## config.mk

```make
export PLATFORM = sky130hd
export DESIGN_NAME = kmeans_k2n5_centroid_update
export DESIGN_NICKNAME = d
export VERILOG_FILES = /design/src/rtl/kmeans_k2n5_centroid_update.sv
export SDC_FILE = /design/constraint.sdc
export NUM_CORES = 1
export LEC_CHECK = 0
export ABC_CLOCK_PERIOD_IN_PS = 21800
export BUFFER_PORTS_ARGS = -buffer_cell sky130_fd_sc_hd__buf_2
export CAP_MARGIN = 15
export CORE_MARGIN = 2
export CORE_UTILIZATION = 61
export DETAILED_ROUTE_END_ITERATION = 16
export GPL_TIMING_DRIVEN = 0
export PLACE_DENSITY = 0.78
export RECOVER_POWER = 25
export SYNTH_ARGS = -nofsm -noshare
export SYNTH_HDL_FRONTEND = slang
export SYNTH_SLANG_ARGS = --single-unit
```

## constraint.sdc

```tcl
create_clock -name clk -period 21.8 [get_ports clk]
set_input_delay 4.36 -clock clk [delete_from_list [all_inputs] [get_ports clk]]
set_output_delay 4.36 -clock clk [all_outputs]
set_load 0.02 [all_outputs]
```

## src/rtl/kmeans_k2n5_centroid_update.sv

```systemverilog
// Centroid update stage for k=2, 5-dimension k-means: accumulates per-centroid
// sums and counts over a pass, then divides them sequentially into new centroids.
module kmeans_k2n5_centroid_update #(
  parameter int unsigned input_data_width         = 8,
  parameter int unsigned input_data_qty_bit_width = 8
) (
  input  logic                            clk,
  input  logic                            rst,
  input  logic                            start,
  input  logic                            in_valid,
  input  logic                            in_last,
  input  logic                            selected_centroid,
  input  logic [input_data_width-1:0]     data0,
  input  logic [input_data_width-1:0]     data1,
  input  logic [input_data_width-1:0]     data2,
  input  logic [input_data_width-1:0]     data3,
  input  logic [input_data_width-1:0]     data4,
  input  logic [10*input_data_width-1:0]  cur_centroids,
  output logic [10*input_data_width-1:0]  new_centroids,
  output logic                            busy,
  output logic                            done,
  output logic                            converged
);

  localparam int unsigned W  = input_data_width;
  localparam int unsigned Q  = input_data_qty_bit_width;
  localparam int unsigned SW = W + Q;
  localparam int unsigned CW = Q + 1;
  localparam int unsigned RW = Q + 2;
  localparam int unsigned IW = $clog2(SW + 1);

  typedef enum logic [1:0] {IDLE, ACC, DIV, DONE} state_t;

  state_t state_q, state_d;

  logic [9:0][SW-1:0] sum_q;
  logic [1:0][CW-1:0] cnt_q;
  logic [9:0][W-1:0]  shadow_q, shadow_d;
  logic [9:0][W-1:0]  cur_arr;
  logic [4:0][W-1:0]  dim;

  logic [3:0]         elem_q;
  logic               div_act_q;
  logic [IW-1:0]      iter_q;
  logic [RW-1:0]      rem_q;
  logic [SW-1:0]      quo_q;
  logic [CW-1:0]      dvs_q;

  logic               elem_k;
  logic [CW-1:0]      elem_cnt;
  logic               elem_empty;
  logic [RW-1:0]      rem_sh;
  logic               rem_ge;
  logic [RW-1:0]      rem_nx;
  logic [SW-1:0]      quo_nx;
  logic               iter_last;
  logic               elem_wr;
  logic [W-1:0]       elem_val;
  logic               last_elem;

  assign cur_arr = cur_centroids;
  assign dim     = {data4, data3, data2, data1, data0};

  // One restoring-division step: shift in the next dividend bit, subtract if it fits.
  always_comb begin
    elem_k     = (elem_q >= 4'd5);
    elem_cnt   = cnt_q[elem_k];
    elem_empty = (elem_cnt == '0);
    rem_sh     = {rem_q[RW-2:0], quo_q[SW-1]};
    rem_ge     = (rem_sh >= {1'b0, dvs_q});
    rem_nx     = rem_ge ? (rem_sh - {1'b0, dvs_q}) : rem_sh;
    quo_nx     = {quo_q[SW-2:0], rem_ge};
    iter_last  = div_act_q && (iter_q == IW'(SW - 1));
    elem_wr    = (state_q == DIV) && (div_act_q ? iter_last : elem_empty);
    elem_val   = div_act_q ? quo_nx[W-1:0] : cur_arr[elem_q];
    last_elem  = elem_wr && (elem_q == 4'd9);
    shadow_d   = shadow_q;
    if (elem_wr) begin
      shadow_d[elem_q] = elem_val;
    end
  end

  always_comb begin
    state_d = state_q;
    busy    = 1'b0;
    case (state_q)
      IDLE: begin
        if (start) begin
          state_d = ACC;
        end
      end
      ACC: begin
        busy = 1'b1;
        if (in_valid && in_last) begin
          state_d = DIV;
        end
      end
      DIV: begin
        busy = 1'b1;
        if (last_elem) begin
          state_d = DONE;
        end
      end
      DONE: begin
        state_d = IDLE;
      end
      default: begin
        state_d = IDLE;
      end
    endcase
  end

  always_ff @(posedge clk or posedge rst) begin
    if (rst) begin
      state_q <= IDLE;
    end else begin
      state_q <= state_d;
    end
  end

  // Outputs are loaded on the edge that enters DONE, using the shadow value that
  // includes the final quotient, so they are valid while done is high.
  always_ff @(posedge clk or posedge rst) begin
    if (rst) begin
      sum_q         <= '0;
      cnt_q         <= '0;
      shadow_q      <= '0;
      elem_q        <= '0;
      div_act_q     <= 1'b0;
      iter_q        <= '0;
      rem_q         <= '0;
      quo_q         <= '0;
      dvs_q         <= '0;
      new_centroids <= '0;
      done          <= 1'b0;
      converged     <= 1'b0;
    end else begin
      done <= 1'b0;
      case (state_q)
        IDLE: begin
          if (start) begin
            sum_q     <= '0;
            cnt_q     <= '0;
            elem_q    <= '0;
            div_act_q <= 1'b0;
            iter_q    <= '0;
          end
        end
        ACC: begin
          if (in_valid) begin
            for (int unsigned d = 0; d < 5; d++) begin
              if (selected_centroid) begin
                sum_q[5+d] <= sum_q[5+d] + SW'(dim[d]);
              end else begin
                sum_q[d] <= sum_q[d] + SW'(dim[d]);
              end
            end
            cnt_q[selected_centroid] <= cnt_q[selected_centroid] + 1'b1;
          end
        end
        DIV: begin
          shadow_q <= shadow_d;
          if (div_act_q) begin
            rem_q  <= rem_nx;
            quo_q  <= quo_nx;
            iter_q <= iter_q + 1'b1;
            if (iter_last) begin
              div_act_q <= 1'b0;
              elem_q    <= elem_q + 4'd1;
            end
          end else if (elem_empty) begin
            elem_q <= elem_q + 4'd1;
          end else begin
            div_act_q <= 1'b1;
            iter_q    <= '0;
            rem_q     <= '0;
            quo_q     <= sum_q[elem_q];
            dvs_q     <= elem_cnt;
          end
          if (last_elem) begin
            new_centroids <= shadow_d;
            converged     <= (shadow_d == cur_arr);
            done          <= 1'b1;
          end
        end
        default: begin
        end
      endcase
    end
  end

endmodule

```

==> results, run 1 <==
- At the worst endpoint, the required time is 21.01 ns.
- In this run the number of H-tree levels came out at 2.
- Across the VDD grid, the largest voltage drop is 0.0912 mV.
- The initial DRC count is 1,740.
- The floorplan has 70 rows.
- The post-route antenna net violation count is 0.
- The via count of the routed design is slightly below 20,000.
- The number of antenna violations at the first check in global routing is 1.
- The count of state elements after synthesis is 384.
- The total power divided by cell area is ~120 nW/µm².
- The count of warnings emitted by yosys is 0.
- At the end of routability-driven placement, the weighted congestion stood at 0.980.
- The actual slew at the worst max-slew pin is 6.11 ns.
- In the final layout, the share of cells above drive strength 1 is 0.148.
- The total number of clock tree sinks is 384.
- TritonCTS created 43 clock buffers.
- The nature of the critical path startpoint is an input port.
- Yosys mapped a number of flops with a built-in enable equal to 0.
- The final critical-path share of the clock period is 0.531.
- The initial cell density of the core is 0.620.
- In this run the deepest clock path goes through 3 buffers.
- The number of distinct standard cells referenced by the synthesized netlist is 74.
- The area fraction in compound gates after synthesis is 0.160.
- The synthesized area is 22,800 µm².
- The global-route usage over all layers is 0.387.
- After detailed routing, the number of vias per cell comes to 6.35.
- In the synthesized netlist, the cells that appear most often are 384 x sky130_fd_sc_hd__dfrtp_1, 347 x sky130_fd_sc_hd__nand2_1, 222 x sky130_fd_sc_hd__o21ai_0.
- Of the total synthesized cell area, the portion taken by XOR and XNOR cells is 0.0862.
- TritonCTS built the clock tree.
- The simple-gate portion of the synthesized area is 0.137.
- For the worst-skew pair, the clock arrives at the later sink with an insertion delay of approximately 0.6 ns.
- The maximum achievable frequency is 86.4 MHz.
- STA puts the critical path data arrival time at 10.78 ns.
- The count of endpoints failing hold in the final timing report is 0.
- The share of cell area taken by muxes after synthesis is 0.0920.
- The smallest clock period supported by the final layout is computed as 11.57 ns.
- The setup clock skew after layout is ~0.018 ns.
- After the last flow step, the layout net total stands at 2,860.
- For this design, the CTS-stage hold fixing added 0 buffers.
- In this run the clock root is driven by a sky130_fd_sc_hd__clkbuf_16.
- After synthesis, the share of flip-flops with an asynchronous set or reset is 1.00.
- The floorplan step defined a die boundary enclosing 38,900 µm².
- The cell count after synthesis came out at around 2,400.
- The cell with the most instances after synthesis is sky130_fd_sc_hd__dfrtp_1.
- The core region is 36,700 µm².
- The number of global-route vias before repair is about 20,000.
- The number of nets in the synthesized netlist is 2,605.
- The number of setup buffers added after CTS is 0.
- The worst hold path belongs to the class flip-flop to flip-flop.
- The flop-to-flop setup slack is 15.18 ns.
- After global routing the overflow that remains totals 0.
- Of all nets on the critical path, the largest fanout is 109.
- The max-slew violation total from the final report is 295.
- The per-cell routed wire length is 23.8 µm.
- The number of violations of the max-capacitance limit is 3.
- Setup repair after global routing left no endpoint under its margin.
- The top cell type by total area after synthesis is sky130_fd_sc_hd__dfrtp_1.
- The flow ran to the end, but the final reports show violations.
- 209 I/O pins were placed.
- Sorting the synthesized cells by area gives the leading types as sky130_fd_sc_hd__dfrtp_1 42%, sky130_fd_sc_hd__nand2_1 5.7%, sky130_fd_sc_hd__ha_1 5.4%.
- The adder and majority cell fraction of the synthesized area is 0.0641.
- Input and output buffers added on the ports amount to 207.
- The wire-length estimate of the detail-placed layout is 56,300 µm.
- The final number of setup-violating endpoints is 0.
- The maximum number of pins on one net before global-route repair is 111.
- The combinational family with the most area after synthesis is compound AO/OA/AOI/OAI gates.
- The worst setup path is of the input port to asynchronous set/reset pin kind.
- The remaining design rule violation count is 0.
- Gates resized during post-CTS repair numbered 0.
- The global-route wire length before repair is 115,000 µm.
- The final layout contains routed wiring with a total length of 74,500 µm.
- Power comes to 3.19 mW.
- In this run the tightest slew margin relative to its limit is -3.07.
- The share of synthesized area in the top cell type comes to 0.422.
- Compared with the post-synthesis result, the final layout area differs by 14.6%.
- STA classifies the critical path endpoint as an asynchronous set/reset pin.
- The number of iterations in the first detailed-routing pass is 5.
- In this run the static leakage power is approximately 12 nW.
- Clock-pin slew was measured on the worst setup and hold paths at 0.06 ns.
- The average cell area after synthesis is 9.61 µm².
- The die is 197 µm wide.
- The sequential element share of the synthesized area is 0.422.
- The commonest register cell after synthesis is sky130_fd_sc_hd__dfrtp_1.
- The overall die height is 197 µm.
- For the final routed database, the setup TNS stands at 0 ns.
- The final reports fail on capacitance limit, slew limit.
[worst max-delay path, cell delays in order]
cell and delay (ns):
sky130_fd_sc_hd__buf_2 0.10, sky130_fd_sc_hd__clkinvlp_2 1.75, sky130_fd_sc_hd__clkbuf_1 4.34
[layer usage]
layer / GRT usage / up-vias / wire length (µm)
met2: 0.644 / 1016 / 35500
li1: - / 8843 / -
met1: 0.494 / 9733 / 29100
met5: 0 / - / 0
met4: 0.194 / 0 / 4110
met3: 0.0623 / 252 / 5720
[power by group]
| group | internal [mW] | leakage (nW) | switching, mW |
|---|---|---|---|
| clock | 0.535 | 0.815 | 0.320 |
| combinational | 0.493 | 6.95 | 0.869 |
| sequential | 0.849 | 4.65 | 0.122 |
| total | 1.88 | 12.4 | 1.31 |
[state kept, by name (all words and copies together) (netlist names)]
register and cells:
cnt_q 18, converged 1, div_act_q 1, done 1, dvs_q 9, elem_q 4
iter_q 5, new_centroids 80, quo_q 16, rem_q 9, shadow_q 78, state_q 2
sum_q 160
[final timing paths]
path                              startpoint           endpoint  cells past startpoint
max                                      rst          sum_q[13]                      3
min                        new_centroids[20]  new_centroids[20]                      2
max reg2reg                        elem_q[1]  new_centroids[23]                     18
min reg2reg                new_centroids[20]  new_centroids[20]                      2
max in group clk           cur_centroids[20]          converged                     11
min in group asynchronous                rst  new_centroids[41]                      2
[per-stage QoR]
stage	setup slack (ns)	cell area, µm²	cells	util	hold WS (ns)
2_1_floorplan	6.77	22800	2369	-	0.443
3_3_place_gp	2.63	24400	3044	0.665	0.457
3_5_place_dp	14.17	24500	3047	0.667	0.458
4_1_cts	14.79	26100	3123	0.712	0.473
5_1_grt	8.60	26100	3124	0.711	0.489
6_report	10.23	26100	3124	0.711	0.468
[cells in the final DEF (no fill, tap or decap), types with 14 or more instances in the layout]
| cell type | Yosys | layout |
|---|---|---|
| sky130_fd_sc_hd__dfrtp_1 | 384 | 384 |
| sky130_fd_sc_hd__nand2_1 | 347 | 347 |
| sky130_fd_sc_hd__o21ai_0 | 222 | 222 |
| sky130_fd_sc_hd__buf_2 | 11 | 217 |
| sky130_fd_sc_hd__xnor2_1 | 130 | 130 |
| sky130_fd_sc_hd__nor2_1 | 126 | 126 |
| sky130_fd_sc_hd__inv_1 | 112 | 111 |
| sky130_fd_sc_hd__a21oi_1 | 110 | 110 |
| sky130_fd_sc_hd__ha_1 | 99 | 99 |
| sky130_fd_sc_hd__clkbuf_1 | 90 | 96 |
| sky130_fd_sc_hd__xor2_1 | 94 | 94 |
| sky130_fd_sc_hd__mux2i_1 | 75 | 75 |
| sky130_fd_sc_hd__a21o_1 | 49 | 49 |
| sky130_fd_sc_hd__nand3_1 | 47 | 47 |
| sky130_fd_sc_hd__mux2_2 | 46 | 46 |
| sky130_fd_sc_hd__clkbuf_16 | 0 | 43 |
| sky130_fd_sc_hd__mux4_2 | 36 | 36 |
| sky130_fd_sc_hd__a22o_1 | 33 | 33 |
| sky130_fd_sc_hd__nor2b_1 | 30 | 30 |
| sky130_fd_sc_hd__o21bai_1 | 30 | 30 |
| sky130_fd_sc_hd__nand4_1 | 24 | 24 |
| sky130_fd_sc_hd__nor4_1 | 20 | 20 |
| sky130_fd_sc_hd__a221oi_1 | 17 | 17 |
| sky130_fd_sc_hd__nand2b_1 | 15 | 15 |
| sky130_fd_sc_hd__nor3_1 | 15 | 15 |
| sky130_fd_sc_hd__and3_1 | 15 | 15 |
| sky130_fd_sc_hd__buf_1 | 14 | 14 |
[cells by family (layout without fill, tap and decap cells)]
logic type / count (synthesis) / count (layout)
buf+inv: 231 / 517
mux: 158 / 158
other cells: 0 / 1
flops: 384 / 384
xor+xnor: 224 / 224
simple gates: 685 / 685
fa+ha+maj: 110 / 110
compound gates: 577 / 577
[final cells by class]
cell class	instances	area [µm²]
clock inverters	18	403
plain buffers	117	460
fillers	2768	10600
flip-flops and latches	384	9610
repair buffers	210	1070
inverters	114	429
well taps	468	586
clock buffers	58	1250
multi-input cells	1754	12300
diodes	1	2.50
Note: power is estimated with default switching activity, not from simulation.
==> run 2: changes to the inputs <==
Settings changed: ABC_CLOCK_PERIOD_IN_PS 21800 to 10900.
Clock period 21.8 ns to 10.9 ns, I/O delays scaled along.
==> results, run 2 (synthesized netlist as in run 1, its figures left out) <==
- The clock insertion delay at the later pin of the skew report is 0.59 ns (about the same).
- The actual slew at the worst max-slew pin came to 2.32 ns (-3.79 ns).
- The total instance count after detailed placement came to 3,054 (+0.23%).
- The core utilization of the finished layout is 0.707 (-0.00406).
- TritonCTS built the clock tree.
- The worst-case vdd ir drop came to 0.158 mV (+73%).
- The maximum number of pins on one net before global-route repair is 43 (-61%).
- The number of global-route vias before repair is 20,265 (+1.6%).
- The number of rows created at floorplan is 70 (unchanged).
- The final number of setup-violating endpoints was 0 (unchanged).
- The startpoint of the worst-slack reg-to-reg timing path is elem_q[1].
- The type of the worst min-delay path is flip-flop to flip-flop.
- The fraction of final layout cells sized beyond drive strength 1 is 0.147 (-0.000764).
- The via-per-instance ratio is 6.38 (+0.51%).
- The final standard cell area without fillers is 25,900 µm² (-0.57%).
- The static power due to leakage is 12.3 nW (-0.56%).
- The arrival time of data at the critical path endpoint was 8.24 ns (-2.54 ns).
- The number of input and output port buffers inserted is 207 (unchanged).
- The peak per-stage delay on the critical path came to 1.75 ns (-2.59 ns).
- The via count of the routed design is 19,996 (+0.77%).
- The total power divided by cell area is 237 nW/µm² (+94%).
- The buffering stage count on the worst path with inverters included is 7 (+4).
- The aggregate routed wire length is 74,400 µm (about the same).
- The total number of clock tree sinks is 384 (unchanged).
- For this design, the slowest cell found on the critical path is sky130_fd_sc_hd__clkbuf_1.
- The number of antenna violations at the first check in global routing came to 2 (+1).
- The beginning of the critical path is rst.
- The remaining design rule violation count is 0 (unchanged).
- The register with the most flip-flops in the final layout is sum_q.
- The library cell used most frequently in the layout, excluding fill and tap cells, is sky130_fd_sc_hd__dfrtp_1.
- The setup TNS was 0 ns (unchanged).
- The max-slew headroom at the worst pin is -0.548 (+2.53).
- The flip-flop count of the largest register, all copies and words added is 160 (unchanged).
- The setup clock skew after layout is 0.0208 ns (+0.00256 ns).
- The per-cell routed wire length was 23.8 µm (-0.29%).
- The largest registers in the layout are sum_q (160), new_centroids (80), shadow_q (78).
- The total cell area at the placement stage is 24,600 µm² (+0.47%).
- The signal on the critical path passes through clkbuf_1 -> clkinvlp_2 -> clkbuf_1 -> clkbuf_1 -> clkbuf_1 -> buf_12 -> buf_12.
- STA classifies the critical path endpoint as an asynchronous set/reset pin.
- The worst hold path begins at new_centroids[22].
- Derived from the worst setup path, the maximum achievable clock frequency is approximately 130 MHz.
- The initial cell density of the core is 0.620 (unchanged).
- The worst-path maximum fanout is 42 (-61%).
- The nature of the critical path startpoint is an input port.
- Setup repair after global routing left no endpoint under its margin.
- The overall die height is 197 µm (unchanged).
- The max-slew violation total from the final report is 222 (-25%).
- The final net count was 2,867 (+0.24%).
- The number of setup buffers added after CTS is 0 (unchanged).
- Relative to the synthesized area, the layout overhead comes to 13.9%.
- The die boundary width came to 197 µm (unchanged).
- The global-route wire length before repair came to 114,000 µm (-0.28%).
- The post-route antenna net violation count is 0 (unchanged).
- The deepest clock path buffer count is 3 (unchanged).
- The non-filler instance count after layout was 3,132 (+0.26%).
- The number of levels in the clock H-tree is 2 (unchanged).
- The weighted congestion reported at the end of routability-driven placement came to 0.974 (-0.62%).
- The number of gates given a new drive strength after cts is 0 (unchanged).
- Broken down by cell family, the worst path's largest delay share belongs to buffers and inverters.
- The total congestion overflow after global routing is 0 (unchanged).
- The clock slew at the register clock pins of the worst setup and hold paths was 0.06 ns (about the same).
- The master cell of the clock root buffer is sky130_fd_sc_hd__clkbuf_16.
- The number of buffers inserted by hold repair at cts came to 0 (unchanged).
- The global-route usage over all layers was 0.387 (about the same).
- The number of iterations in the first detailed-routing pass is 6 (+1).
- Leaving out fill and tap cells, the most frequent cells in the layout are 384 x sky130_fd_sc_hd__dfrtp_1, 347 x sky130_fd_sc_hd__nand2_1, 222 x sky130_fd_sc_hd__o21ai_0.
- The count of pins on the block boundary is 209 (unchanged).
- The die footprint is 38,900 µm² (unchanged).
- The flow ran to the end, but the final reports show violations.
- The final critical-path share of the clock period is 0.686.
- The initial DRC count is 1,763 (+1.3%).
- The number of buffers inserted during clock tree synthesis is 42 (-2.3%).
- The number of violations of the max-capacitance limit is 6 (+3).
- The checks that failed: capacitance limit, slew limit.
- The final critical-path required period is approximately 7.5 ns.
- The count of endpoints failing hold in the final timing report is 0 (unchanged).
- The critical path is of the input port to asynchronous set/reset pin type.
- The half-perimeter wire length of the detailed placement result came to 56,900 µm (+1.1%).
- The post-route worst hold slack is 0.468 ns (-0.000403 ns).
- The most prevalent standard cell on the critical path is sky130_fd_sc_hd__clkbuf_1.
- The core region area is 36,700 µm² (unchanged).
- The critical path required time is 11.66 ns (-9.35 ns).
run 2: through the flow:
step                      setup WS (ns)  power [mW]
after floorplan                    3.56        3.73
after global routing               2.36        6.46
after CTS                          4.36        6.09
after detailed placement           4.41        4.59
after global placement             1.31        4.47
final                              3.42        6.15
run 2: layout make-up:
class	count	area [µm²]
multi-input combinational	1754	12300
fill	2798	10800
sequential	384	9610
clock buffer	63	1270
timing repair buffer	218	1150
tap	468	586
buffer	117	460
inverter	114	429
clock inverter	12	154
antenna	2	5.00
run 2: worst paths after layout:
path                                     endpoint  slack (ns)  depth (start not counted)
worst max-delay path                    sum_q[60]        3.42                          7
worst min-delay path            new_centroids[22]        0.47                          2
worst max register to register  new_centroids[17]        4.24                         18
worst min register to register  new_centroids[22]        0.47                          2
max in group clk                new_centroids[17]        4.24                         18
min in group asynchronous       new_centroids[52]        1.78                          2
run 2: power breakdown:
group / internal [mW] / leakage (nW) / switching [mW]
clock network: 0.878 / 0.710 / 0.612
logic: 0.987 / 6.99 / 1.74
registers: 1.70 / 4.65 / 0.238
total: 3.56 / 12.3 / 2.59
run 2: metal layers:
metal	vias up	share of wire	track usage
met2	1085	0.48	0.647
li1	8860	-	-
met4	2	0.060	0.221
met5	-	0.00019	0
met3	273	0.083	0.0739
met1	9776	0.38	0.473
run 2: worst min-delay path: stages, from the launching register on:
cell and delay, ns:
sky130_fd_sc_hd__dfrtp_1 0.33, sky130_fd_sc_hd__nand2_1 0.05, sky130_fd_sc_hd__nand2_1 0.05
